**config.mk**
```make
export PLATFORM = sky130hd
export DESIGN_NAME = mdu_iterative
export DESIGN_NICKNAME = d
export VERILOG_FILES = /design/src/rtl/mdu_iterative.sv
export SDC_FILE = /design/constraint.sdc
export NUM_CORES = 1
export LEC_CHECK = 0
export CORE_MARGIN = 5
export CORE_UTILIZATION = 46
export DETAILED_ROUTE_END_ITERATION = 16
export PLACE_DENSITY_LB_ADDON = 0.15
export SLEW_MARGIN = 20
export SYNTH_ARGS = -nofsm -noshare
export SYNTH_HDL_FRONTEND = slang
export SYNTH_SLANG_ARGS = --single-unit
```
**constraint.sdc**
```tcl
create_clock -name clk -period 11.2 [get_ports clk]
set_input_delay 2.24 -clock clk [delete_from_list [all_inputs] [get_ports clk]]
set_output_delay 2.24 -clock clk [all_outputs]
set_load 0.005 [all_outputs]
```
**src/rtl/mdu_iterative.sv**
```systemverilog
// mdu_iterative: multi-cycle RV32M multiply/divide unit with stall/done/hold handshake; optional operand-reuse cache under MDU_REUSE_EN.
module mdu_iterative #(
  parameter int WIDTH  = 32,
  parameter int UNROLL = 1
) (
  input  logic             clk,
  input  logic             rst,
  input  logic             start,
  input  logic [2:0]       op,
  input  logic [WIDTH-1:0] src1,
  input  logic [WIDTH-1:0] src2,
  input  logic             flush,
  input  logic             hold,
  output logic             busy,
  output logic             stall_req,
  output logic             done,
  output logic [WIDTH-1:0] result
);
  localparam int CW = $clog2(WIDTH) + 1;
  typedef enum logic [1:0] {IDLE, CALC, FIX, DONE} state_t;
  state_t             state;
  logic [2:0]         op_q;
  logic               neg_q, rneg_q;
  logic [WIDTH-1:0]   b_q;
  logic [2*WIDTH-1:0] p_q, p_n, full;
  logic [CW-1:0]      cnt;
  logic               s1s, s2s, neg1, neg2, dz, ovf, special, hit;
  logic [WIDTH-1:0]   mag1, mag2, minv, spec_res, q, r, fix_lo, fix_hi, hit_res;
  logic [WIDTH:0]     sh, diff, sum;

  function automatic logic [WIDTH-1:0] sel(input logic [2:0] o, input logic [WIDTH-1:0] lo, input logic [WIDTH-1:0] hi);
    return o[2] ? (o[1] ? hi : lo) : (o[1:0] == 2'b00 ? lo : hi);
  endfunction

  assign minv     = {1'b1, {(WIDTH-1){1'b0}}};
  // MUL shares MULH signedness so both halves of one product are consistent
  assign s1s      = (op != 3'b011) && (op != 3'b101) && (op != 3'b111);
  assign s2s      = s1s && (op != 3'b010);
  assign neg1     = s1s && src1[WIDTH-1];
  assign neg2     = s2s && src2[WIDTH-1];
  assign mag1     = neg1 ? -src1 : src1;
  assign mag2     = neg2 ? -src2 : src2;
  assign dz       = src2 == '0;
  assign ovf      = op[2] && !op[0] && src1 == minv && &src2;
  assign special  = op[2] && (dz || ovf);
  assign spec_res = dz ? (op[1] ? src1 : '1) : (op[1] ? '0 : minv);

  always_comb begin
    p_n  = p_q;
    sh   = '0;
    diff = '0;
    sum  = '0;
    for (int i = 0; i < UNROLL; i++) begin
      if (op_q[2]) begin
        sh   = {p_n[2*WIDTH-1:WIDTH], p_n[WIDTH-1]};
        diff = sh - {1'b0, b_q};
        p_n  = {diff[WIDTH] ? sh[WIDTH-1:0] : diff[WIDTH-1:0], p_n[WIDTH-2:0], !diff[WIDTH]};
      end else begin
        sum = {1'b0, p_n[2*WIDTH-1:WIDTH]} + (p_n[0] ? {1'b0, b_q} : '0);
        p_n = {sum, p_n[WIDTH-1:1]};
      end
    end
  end

  assign full   = neg_q ? -p_q : p_q;
  assign q      = neg_q ? -p_q[WIDTH-1:0] : p_q[WIDTH-1:0];
  assign r      = rneg_q ? -p_q[2*WIDTH-1:WIDTH] : p_q[2*WIDTH-1:WIDTH];
  assign fix_lo = op_q[2] ? q : full[WIDTH-1:0];
  assign fix_hi = op_q[2] ? r : full[2*WIDTH-1:WIDTH];

`ifdef MDU_REUSE_EN
  logic             c_valid;
  logic [2:0]       c_cls, cls;
  logic [WIDTH-1:0] c_s1, c_s2, c_lo, c_hi;
  assign cls     = op[2] ? {2'b10, op[0]} : (op[1] ? {2'b01, op[0]} : 3'b000);
  assign hit     = c_valid && c_s1 == src1 && c_s2 == src2 && c_cls == cls;
  assign hit_res = sel(op, c_lo, c_hi);
  always_ff @(posedge clk) begin
    if (rst || (flush && state != DONE))
      c_valid <= 1'b0;
    else if (state == IDLE && start && !hit) begin
      c_valid <= 1'b0;
      c_s1    <= src1;
      c_s2    <= src2;
      c_cls   <= cls;
    end else if (state == FIX) begin
      c_valid <= 1'b1;
      c_lo    <= fix_lo;
      c_hi    <= fix_hi;
    end
  end
`else
  assign hit     = 1'b0;
  assign hit_res = '0;
`endif

  always_ff @(posedge clk) begin
    if (rst) begin
      state  <= IDLE;
      result <= '0;
      cnt    <= '0;
    end else if (flush && state != DONE)
      state <= IDLE;
    else
      case (state)
        IDLE: if (start) begin
          op_q   <= op;
          neg_q  <= neg1 ^ neg2;
          rneg_q <= neg1;
          b_q    <= mag2;
          p_q    <= {{WIDTH{1'b0}}, mag1};
          cnt    <= '0;
          if (special || hit) result <= special ? spec_res : hit_res;
          state  <= (special || hit) ? DONE : CALC;
        end
        CALC: begin
          p_q   <= p_n;
          cnt   <= cnt + CW'(UNROLL);
          state <= cnt == CW'(WIDTH - UNROLL) ? FIX : CALC;
        end
        FIX: begin
          result <= sel(op_q, fix_lo, fix_hi);
          state  <= DONE;
        end
        default: state <= hold ? DONE : IDLE;
      endcase
  end

  assign busy      = state == CALC || state == FIX;
  assign done      = state == DONE;
  assign stall_req = (state == IDLE && start && !flush) || busy;
endmodule

```
Word level (Yosys, flattened, before mapping) --
Index checks and enable logic that the tools add are counted.
Operators by class: add/subtract/negate cells 8, divide/modulo/power cells 0, shift operators 0, bitwise logic cells 3, multiplexer cells 28, $lt $le $gt $ge 0, $mul 0, eq/ne operators 12, reduce and logical (&&, ||, !) cells 29
Operator list (count):
- $mux 32 | 16
- $mux 64 | 3
- $neg 32->32 | 4
- $pmux 64 s2 | 1
- $neg 64->64 | 1
- $pmux 32 s2 | 1
- $add 32x32->33 | 1
- $sub 33x32->33 | 1
- $eq 32x32->1 const B | 1
- $logic_not 32->1 | 1
- $reduce_and 32->1 | 1
- $logic_and 1x1->1 | 12
- $pmux 6 s2 | 1
- $reduce_and 4->1 | 3
- $mux 2 | 4
- $add 6x1->6 const B | 1
- $eq 6x5->1 const B | 1
- $mux 6 | 1
- $ne 2x2->1 const B | 3
- $ne 3x2->1 const B | 2
- $ne 3x3->1 const B | 2
- $pmux 2 s3 | 1
- $eq 2x2->1 const B | 2
- $logic_not 2->1 | 2
- 8 further kinds | 14
Storage, ports and cells: input port bits 72, bits in registers 141, bits in latches 0, output and inout bits 35, memories kept 0, RAM bits 0, bits in read-only memories 0, word-level logic and storage cells 88

Longest topological paths before layout --
Gate-level depths: netlist of the first run.
depth after elaboration 9, gate-level depth with buffers 14, depth with buffers taken out 12

Worst setup path after synthesis of the first run --
No wires, ideal clock.
path kind input-to-reg, start point input flush, end point register p_q[0], enable pin, data required time 10713 ps, buffers on the path 0, cell stages on the path 4, setup slack 5205 ps, arrival time 5509 ps, setup time 487 ps, cells stage by stage nor2b_1 > nor2_1 > o21ai_0 > nor2_1
Between the ends: longest elaborated chain between the ends 3
Ends and longest elaborated chain:
- from (decl) | RTL line 12 | input logic flush,
- $logic_and 1x1->1 | RTL line 102 | end else if (flush && state != DONE)
- $not 1->1 (no source line)
- $reduce_and 4->1 (no source line)
- to (signal assigned) | RTL line 111 | p_q <= {{WIDTH{1'b0}}, mag1};
- to (signal assigned) | RTL line 117 | p_q <= p_n;
- to (decl) | RTL line 25 | logic [2*WIDTH-1:0] p_q, p_n, full;
Every way passes these cells. A chain may end at the register's enable or synchronous reset.

Worst setup path in the final report of the first run --
start point input start, end point output stall_req
Between the ends: longest elaborated chain between the ends 3
Ends and longest elaborated chain:
- from (decl) | RTL line 8 | input logic start,
- $logic_and 1x1->1 (2 in a row) | RTL line 131 | assign stall_req = (state == IDLE && start && !flush) || busy;
- $logic_or 1x1->1 | RTL line 131
- to (decl) | RTL line 15 | output logic stall_req,
Every way passes these cells.

==> flow_metrics.tcl, run 1 <==
set metrics [dict create \
    status "finished clean" \
    layout-drive-gt1-share_pct 4.57 \
    drv_cap 0 \
    fmax_mhz 175 \
    tightest_slew_ps 972 \
    post-route-drc-count 0 \
    postLayoutCoreUtil_pct 53.8 \
    cts_resized 0 \
    cts_buffer_depth 2 \
    syn_area_per_cell_sq_um 8.21 \
    synth_ff_type "edfxtp_1" \
    syn-num-nets 1747 \
    io_buffer_count 106 \
    root_buffer "clkbuf_16" \
    routed-wl-met2_microns 19800 \
    skew_ps 15.3 \
    ys_ff_latch 141 \
    setup_viol 0 \
    cp-startpoint "start" \
    initial_core_util_pct 46.9 \
    relSlewSlack_pct 34.9 \
    num_antenna_cells 0 \
    htree_levels 4 \
    async_flop_share_pct 0 \
    die-area_sq_mm 0.0320 \
    die_h_microns 179 \
    synth.distinct_cells 82 \
    end_kind "output port" \
    viasPerCell 6.26 \
    die-width_microns 179 \
    syn-cell-area_sq_mm 0.0131 \
    hpwlAfterDp_microns 32800 \
    grt_usage_pct 26.9 \
    dp_cells 2030 \
    worstHoldPathType "flip-flop to flip-flop" \
    hold_buffers 0 \
    r2r_start "p_q[31]$_DFFE_PP_" \
    p_leak_uw 0.00561 \
    drt-initial-drc-count 1255 \
    place.gp.congestion 0.925 \
    synth_edf_count 101 \
    coreArea_sq_mm 0.0280 \
    required_ps 8960 \
    ir_drop_v 0.0000715 \
    num_rows 61 \
    top_layer "met4" \
    grt_max_degree 74 \
    min_from "result[26]$_SDFFE_PP0P_" \
    fin_crit_ps 5700 \
    grt_pass1_wl_microns 67400 \
    overflow 0 \
    yosysSeqAreaShare_pct 29.2 \
    crit_type "input pin to output port" \
    cts.clk_slew.worst_paths_ps 70 \
    nNetsFinal 1819 \
    antenna_left 0 \
    worstSkewPairLatency_ps 440 \
    cp.arrival_ps 3460 \
    grt_setup_unrepaired "false" \
    tns_ps 0 \
    num_vias 12900 \
    antenna_found_initial 0 \
    cts_tree "yes" \
    p_per_area_mw_per_mm2 100 \
    post_dp_cell_area_sq_mm 0.0145 \
    synthCells 1599 \
    io_pins 107 \
    drv_slew 0 \
    cts_setup_buffers 0 \
    fin_area_sq_mm 0.0151 \
    layout.cells.non_filler 2062 \
    hold_viol_final 0 \
    drt-total-wl_microns 44000 \
    wl_per_cell_microns 21.3 \
    yosysWarnings 0 \
    dr.pass1.iters 7 \
    cp-start-kind "input pin" \
    wl_met1_microns 19600 \
    area_growth_pct 14.7 \
    met3_length_microns 3540 \
    grt_pass1_vias 11900 \
    cts_made_buffers 17 \
    fin_crit_sh_pct 50.9 \
    critPathMaxFanout 2 \
    cts.sinks 141 \
]
-- kinds of logic (layout without fill, tap and decap cells) --
family / after synthesis / after routing / synth area share, %
compound gates: 521 / 521 / 24.9
xor+xnor: 171 / 171 / 11.4
fa+ha+maj: 76 / 76 / 7.35
buf+inv: 127 / 212 / 3.90
flops: 141 / 141 / 29.2
mux: 61 / 61 / 4.69
simple gates: 502 / 502 / 18.5
-- critical path, stage by stage --
cell             delay [ps]
clkdlybuf4s50_1         480
nand2_1                  80
o21bai_1                140
clkdlybuf4s50_1         520
-- area by class of cell --
class,instances,area [sq um]
inverter,64,240
fill,2683,12900
clock buffer,17,425
clock inverter,15,149
sequential,141,3830
timing repair buffer,116,1140
multi-input combinational,1331,8810
tap,378,473
-- per-layer routing --
layer | track usage, % | up-vias
met3 | 3.61 | 80
met5 | 0 | -
met2 | 41.7 | 572
met4 | 8.22 | 0
met1 | 39.2 | 6147
li1 | - | 6101
-- state kept, by name (all words and copies together), names as in the netlist --
| name | cells |
|---|---|
| result | 32 |
| state | 2 |
| cnt | 6 |
| b_q | 32 |
| op_q | 3 |
| p_q | 64 |
| rneg_q | 1 |
| neg_q | 1 |
-- final timing paths --
kind,slack (ps),end,cells after the start
max,5500,stall_req,4
min,450,result[26]$_SDFFE_PP0P_,2
max reg2reg,6510,p_q[54]$_SDFFCE_PN0P_,13
min reg2reg,450,result[26]$_SDFFE_PP0P_,2
-- where the power goes --
part	internal [uW]	total [uW]	switching, uW
Clock	297	577	280
Sequential	582	606	24.3
Combinational	138	328	190
Total	1020	1510	494
-- synthesized netlist by cell type (all sizes together) (28+ instances only) --
master	count	area, sq um
clkbuf	46	173
o22ai	33	206
xnor2	97	850
nand2	103	387
nand3	28	140
a21oi	144	721
mux2i	57	571
o21ai	154	771
xor2	74	648
nor2	183	687
nor3	38	200
dfxtp	40	801
edfxtp	101	3030
inv	63	236
ha	74	926
-- stage by stage --
stage	total power (uW)	hold slack (ps)	setup WS (ps)
final	1510	454	5500
after global routing	1570	481	5410
after CTS	1510	452	5500
after detailed placement	939	444	5230
after global placement	935	443	5320
after floorplan	830	443	5200
-- placed cells by master (no fill, tap or decap), types with 6 or more instances in the layout --
master | Yosys | final
nor2_1 | 183 | 182
o21ai_0 | 147 | 147
a21oi_1 | 144 | 144
clkdlybuf4s50_1 | 0 | 106
nand2_1 | 103 | 103
edfxtp_1 | 101 | 101
xnor2_1 | 97 | 97
xor2_1 | 74 | 74
ha_1 | 74 | 73
inv_1 | 63 | 63
mux2i_1 | 57 | 57
dfxtp_1 | 40 | 40
nor3_1 | 36 | 35
o22ai_1 | 33 | 33
nand3_1 | 28 | 28
a21o_1 | 26 | 26
or3_1 | 25 | 25
o31ai_1 | 23 | 23
nor4_1 | 19 | 19
o211ai_1 | 19 | 19
a31oi_1 | 19 | 19
clkbuf_16 | 0 | 17
nand2b_1 | 16 | 16
nand4_1 | 15 | 15
o21a_1 | 13 | 13
nor2b_1 | 12 | 12
and2_1 | 11 | 11
o21bai_1 | 11 | 11
and3_1 | 10 | 10
a211oi_1 | 10 | 10
buf_4 | 3 | 10
or4_1 | 9 | 9
o41ai_1 | 9 | 9
or2_2 | 9 | 9
o21ai_1 | 7 | 7
a41oi_1 | 6 | 6
a311oi_1 | 6 | 6
Note: power is estimated with default switching activity, not from simulation.
==> run 2: changes to the inputs <==
==> constraint.sdc (replaced) <==
create_clock -name clk -period 4.8 [get_ports clk]
set_input_delay 0.96 -clock clk [delete_from_list [all_inputs] [get_ports clk]]
set_output_delay 0.96 -clock clk [all_outputs]
set_load 0.005 [all_outputs]
==> run 2 against run 1 <==
  * Global-route usage up 0.18 points
  * Cell count up 0.73%
  * Critical endpoint is now p_q[57]$_SDFFCE_PN0P_
  * Sequential cell count unchanged
  * Clock power up 140%
  * Combinational power up 140%
  * Sequential power up 130%
  * Power up 140%
  * Critical path depth up 7
  * Critical path type is now flip-flop to flip-flop
  * Via count up 1.3%
  * Non-clock buffer count up 15
  * First-iteration DRC count about the same
==> flow_metrics.tcl, run 2 (same netlist as run 1, synthesis figures left out) <==
set metrics [dict create \
    status "finished clean" \
    antenna_left 0 \
    gr-usage-met2_pct 41.9 \
    cp-start-kind "flip-flop" \
    p_per_area_mw_per_mm2 235 \
    grt_max_degree 44 \
    largest_reg_flops 64 \
    drv_slew 0 \
    worstSkewPairLatency_ps 440 \
    top_usage_layer "met2" \
    setup_viol 0 \
    tightest_slew_ps 979 \
    layout-drive-gt1-share_pct 5.41 \
    reg_top3 "p_q (64), b_q (32), result (32)" \
    drt-total-wl_microns 44100 \
    cp.arrival_ps 4250 \
    fin_crit_sh_pct 84.6 \
    end_kind "flip-flop" \
    path_cells "ha_1, a21oi_1, o21ai_1, a311o_1, or3b_1, o2111ai_1, a2111oi_0, a211o_2, buf_12, or3_1, and4_1" \
    drt-initial-drc-count 1254 \
    place.gp.congestion 0.944 \
    cp_slowest_stage_delay_ps 570 \
    required_ps 4990 \
    die-width_microns 179 \
    relSlewSlack_pct 34.5 \
    coreArea_sq_mm 0.0280 \
    hpwlAfterDp_microns 33400 \
    fin_crit_ps 4060 \
    grt_pass1_vias 12100 \
    grtUsageMet3_pct 5.21 \
    root_buffer "clkbuf_16" \
    cts.clk_slew.worst_paths_ps 80 \
    num_rows 61 \
    io_buffer_count 106 \
    dp_cells 2045 \
    overflow 0 \
    cts_resized 0 \
    p_leak_uw 0.00571 \
    num_vias 13100 \
    grtUsageMet1_pct 38.7 \
    worstHoldPathType "flip-flop to flip-flop" \
    crit_type "flip-flop to flip-flop" \
    hold_buffers 0 \
    layout_commonest_cell "nor2_1" \
    hold_viol_final 0 \
    top_register "p_q" \
    skew_ps 18.2 \
    post-route-drc-count 0 \
    layout_common_cells "182 x nor2_1, 147 x o21ai_0, 144 x a21oi_1" \
    cp_slowest_cell "edfxtp_1" \
    drv_cap 0 \
    ir_drop_v 0.000204 \
    layout.cells.non_filler 2077 \
    num_antenna_cells 0 \
    antenna_found_initial 0 \
    grt_pass1_wl_microns 68000 \
    cts_buffer_depth 2 \
    tns_ps 0 \
    post_dp_cell_area_sq_mm 0.0147 \
    cts_tree "yes" \
    grt_setup_unrepaired "false" \
    area_growth_pct 16.3 \
    nNetsFinal 1834 \
    wl_per_cell_microns 21.2 \
    cts_setup_buffers 0 \
    fmax_mhz 246 \
    grt_usage_pct 27.1 \
    viasPerCell 6.29 \
    cts_made_buffers 17 \
    whs_ps 455 \
    die-area_sq_mm 0.0320 \
    initial_core_util_pct 46.9 \
    fin_area_sq_mm 0.0153 \
    cts.sinks 141 \
    dr.pass1.iters 6 \
    io_pins 107 \
    critPathMaxFanout 20 \
    htree_levels 4 \
    ff2ff_setup_slack_ps 740 \
    die_h_microns 179 \
]
run 2: worst max-delay path, delay by kind of cell (launching register included):
kind | cells | cell delay, ps
flip-flops | 1 | 570
buffers and inverters | 1 | 210
adder cells (fa/ha/maj) | 1 | 490
AND/OR/NAND/NOR | 3 | 910
AO/OA/AOI/OAI | 6 | 1640
run 2: final timing paths:
path,cells past startpoint,startpoint,endpoint
min,2,result[26]$_SDFFE_PP0P_,result[26]$_SDFFE_PP0P_
max reg2reg,11,p_q[48]$_SDFFCE_PN0P_,p_q[57]$_SDFFCE_PN0P_
min reg2reg,2,result[26]$_SDFFE_PP0P_,result[26]$_SDFFE_PP0P_
max,11,p_q[48]$_SDFFCE_PN0P_,p_q[57]$_SDFFCE_PN0P_
run 2: power breakdown:
part           switching [uW]  total [uW]  leakage (uW)  internal, uW
combinational             451         785       0.00415           334
sequential               52.9        1410       0.00126          1360
clock                     645        1400      0.000302           755
run 2: layout make-up:
class                   count  area, sq um
inverters                  64          240
fillers                  2669        12700
multi-input cells        1331         8810
flip-flops and latches    141         3830
clock inverters            13          135
well taps                 378          473
repair buffers            131         1310
clock buffers              19          475
run 2: layer usage:
metal	wire length [microns]	share of wire, %	vias up
met4	984	2.2	0
met5	0	0	-
met1	19500	44	6233
met3	3940	8.9	64
li1	-	-	6140
met2	19700	45	636
run 2: stage by stage:
| step | total power [uW] | utilization [%] | setup slack, ps |
|---|---|---|---|
| final | 3600 | 54.5 | 739 |
| after global routing | 3740 | 54.5 | 534 |
| after CTS | 3600 | 54.5 | 781 |
| after detailed placement | 2200 | 52.4 | 530 |
| after global placement | 2200 | 52.4 | 595 |
| after floorplan | 1940 | - | 84.9 |
==> run 3: changes to the inputs <==
==> constraint.sdc (replaced) <==
create_clock -name clk -period 3.5 [get_ports clk]
set_input_delay 0.7 -clock clk [delete_from_list [all_inputs] [get_ports clk]]
set_output_delay 0.7 -clock clk [all_outputs]
set_load 0.005 [all_outputs]
==> run 3 against run 2 <==
  * Core utilization increased by 5.9 points
  * Wire length increased by 6.5%
  * Sequential power increased by 35%
  * Critical path depth increased by 1
  * Combinational power increased by 63%
  * Critical path type unchanged
  * First-iteration DRC count increased by 15%
  * Sequential share of layout area decreased by 2.5 points
  * Die area unchanged
  * Global-route usage increased by 1.5 points
  * Via count increased by 3.9%
  * Cell count increased by 8.9%
  * Power increased by 40%
==> flow_metrics.tcl, run 3 (same netlist as run 1, synthesis figures left out) <==
set metrics [dict create \
    cp.arrival_ps 3640 \
    overflow 0 \
    drt-initial-drc-count 1445 \
    root_buffer "clkbuf_16" \
    tns_ps 0 \
    hpwlAfterDp_microns 36200 \
    die-area_sq_mm 0.0320 \
    wl_per_cell_microns 20.8 \
    required_ps 3690 \
    switching_share_pct 32.1 \
    hold_viol_final 0 \
    setup_viol 0 \
    critPathMaxFanout 7 \
    grt_max_degree 76 \
    layout-drive-gt1-share_pct 16.4 \
    htree_levels 4 \
    grt_usage_pct 28.6 \
    p_clk_share_pct 36.6 \
    skew_ps 15.2 \
    fin_crit_ps 3450 \
    num_rows 61 \
    cts_made_buffers 17 \
    num_antenna_cells 0 \
    coreArea_sq_mm 0.0280 \
    end_kind "flip-flop" \
    cts_buffer_depth 2 \
    nNetsFinal 2018 \
    hold_buffers 0 \
    drv_slew 0 \
    dr.pass1.iters 5 \
    die-width_microns 179 \
    viasPerCell 6.01 \
    p_leak_uw 0.00663 \
    worstHoldPathType "flip-flop to flip-flop" \
    p_sw_uw 1610 \
    relSlewSlack_pct 37.9 \
    post-route-drc-count 0 \
    cts.clk_slew.worst_paths_ps 70 \
    antenna_left 0 \
    p_int_uw 3420 \
    grt_pass1_wl_microns 71200 \
    die_h_microns 179 \
    fin_crit_sh_pct 98.6 \
    drt-total-wl_microns 46900 \
    layout_commonest_cell "buf_4" \
    io_pins 107 \
    tightest_slew_ps 929 \
    whs_ps 445 \
    worstSkewPairLatency_ps 440 \
    pwr-share-seq_pct 38.0 \
    reg_top3 "p_q (64), b_q (32), result (32)" \
    num_vias 13600 \
    cts_tree "yes" \
    crit_type "flip-flop to flip-flop" \
    status "finished clean" \
    pwr-share-comb_pct 25.3 \
    cts.sinks 141 \
    top_register "p_q" \
    largest_reg_flops 64 \
    layout_common_cells "197 x buf_4, 180 x nor2_1, 138 x a21oi_1" \
    initial_core_util_pct 46.9 \
    ir_drop_v 0.000245 \
    grt_pass1_vias 12800 \
    cp-start-kind "flip-flop" \
    drv_cap 0 \
    io_buffer_count 106 \
    antenna_found_initial 0 \
    p_per_area_mw_per_mm2 297 \
    area_growth_pct 28.9 \
    place.gp.congestion 1.01 \
    fmax_mhz 290 \
]
## run 3: final cells by class
class | count | area (sq um)
repair buffers | 315 | 2780
clock inverters | 13 | 118
inverters | 64 | 244
fillers | 2502 | 11100
well taps | 378 | 473
multi-input cells | 1331 | 9040
clock buffers | 19 | 453
flip-flops and latches | 141 | 3830
## run 3: what timing repair did
item,in CTS,in global routing
setup buffers,8,5
cloned,1,0
setup endpoints to repair,30,37
resized for setup,18,36
pin swaps,6,11
## run 3: final timing paths
path	start	slack, ps	to	cells past startpoint
worst min register to register	result[21]$_SDFFE_PP0P_	450	result[21]$_SDFFE_PP0P_	2
worst max register to register	b_q[17]$_DFFE_PP_	50	p_q[57]$_SDFFCE_PN0P_	12
worst min-delay path	result[21]$_SDFFE_PP0P_	450	result[21]$_SDFFE_PP0P_	2
worst max-delay path	b_q[17]$_DFFE_PP_	50	p_q[57]$_SDFFCE_PN0P_	12
## run 3: power groups by stage
stage	Combinational (uW)	Clock [uW]	Sequential [uW]
after floorplan	715	0	1940
after global placement	1180	0	1950
after detailed placement	1190	0	1950
after CTS	1230	1850	1910
after global routing	1380	1920	1920
final	1280	1850	1910
## run 3: metal layers
layer | global-route usage [%] | vias up | wire length, microns
li1 | - | 6492 | -
met5 | 0 | - | 0
met2 | 44.3 | 633 | 20900
met1 | 41.2 | 6392 | 20900
met3 | 4.64 | 71 | 3990
met4 | 8.31 | 0 | 1110
## run 3: critical path, cell delays in order (launching register included)
cell and delay (ps):
edfxtp_1 370, inv_1 110, ha_1 270, a21oi_2 180
o21ai_1 100, a311o_1 340, or3b_4 450, o2111ai_4 250
a2111oi_4 110, a211o_4 360, buf_12 160, or3_1 290
and4_1 200
## run 3: per-stage QoR
| step | area [sq um] | util, % | worst slack, ps | cells | total power, uW |
|---|---|---|---|---|---|
| 2_1_floorplan | 13100 | - | 94.9 | 1599 | 2660 |
| 3_3_place_gp | 16000 | 57.1 | -228 | 2216 | 3130 |
| 3_5_place_dp | 16000 | 57.1 | -280 | 2216 | 3140 |
| 4_1_cts | 16800 | 59.8 | 5.91 | 2257 | 4990 |
| 5_1_grt | 16900 | 60.5 | -25.8 | 2261 | 5220 |
| 6_report | 16900 | 60.5 | 50.1 | 2261 | 5030 |
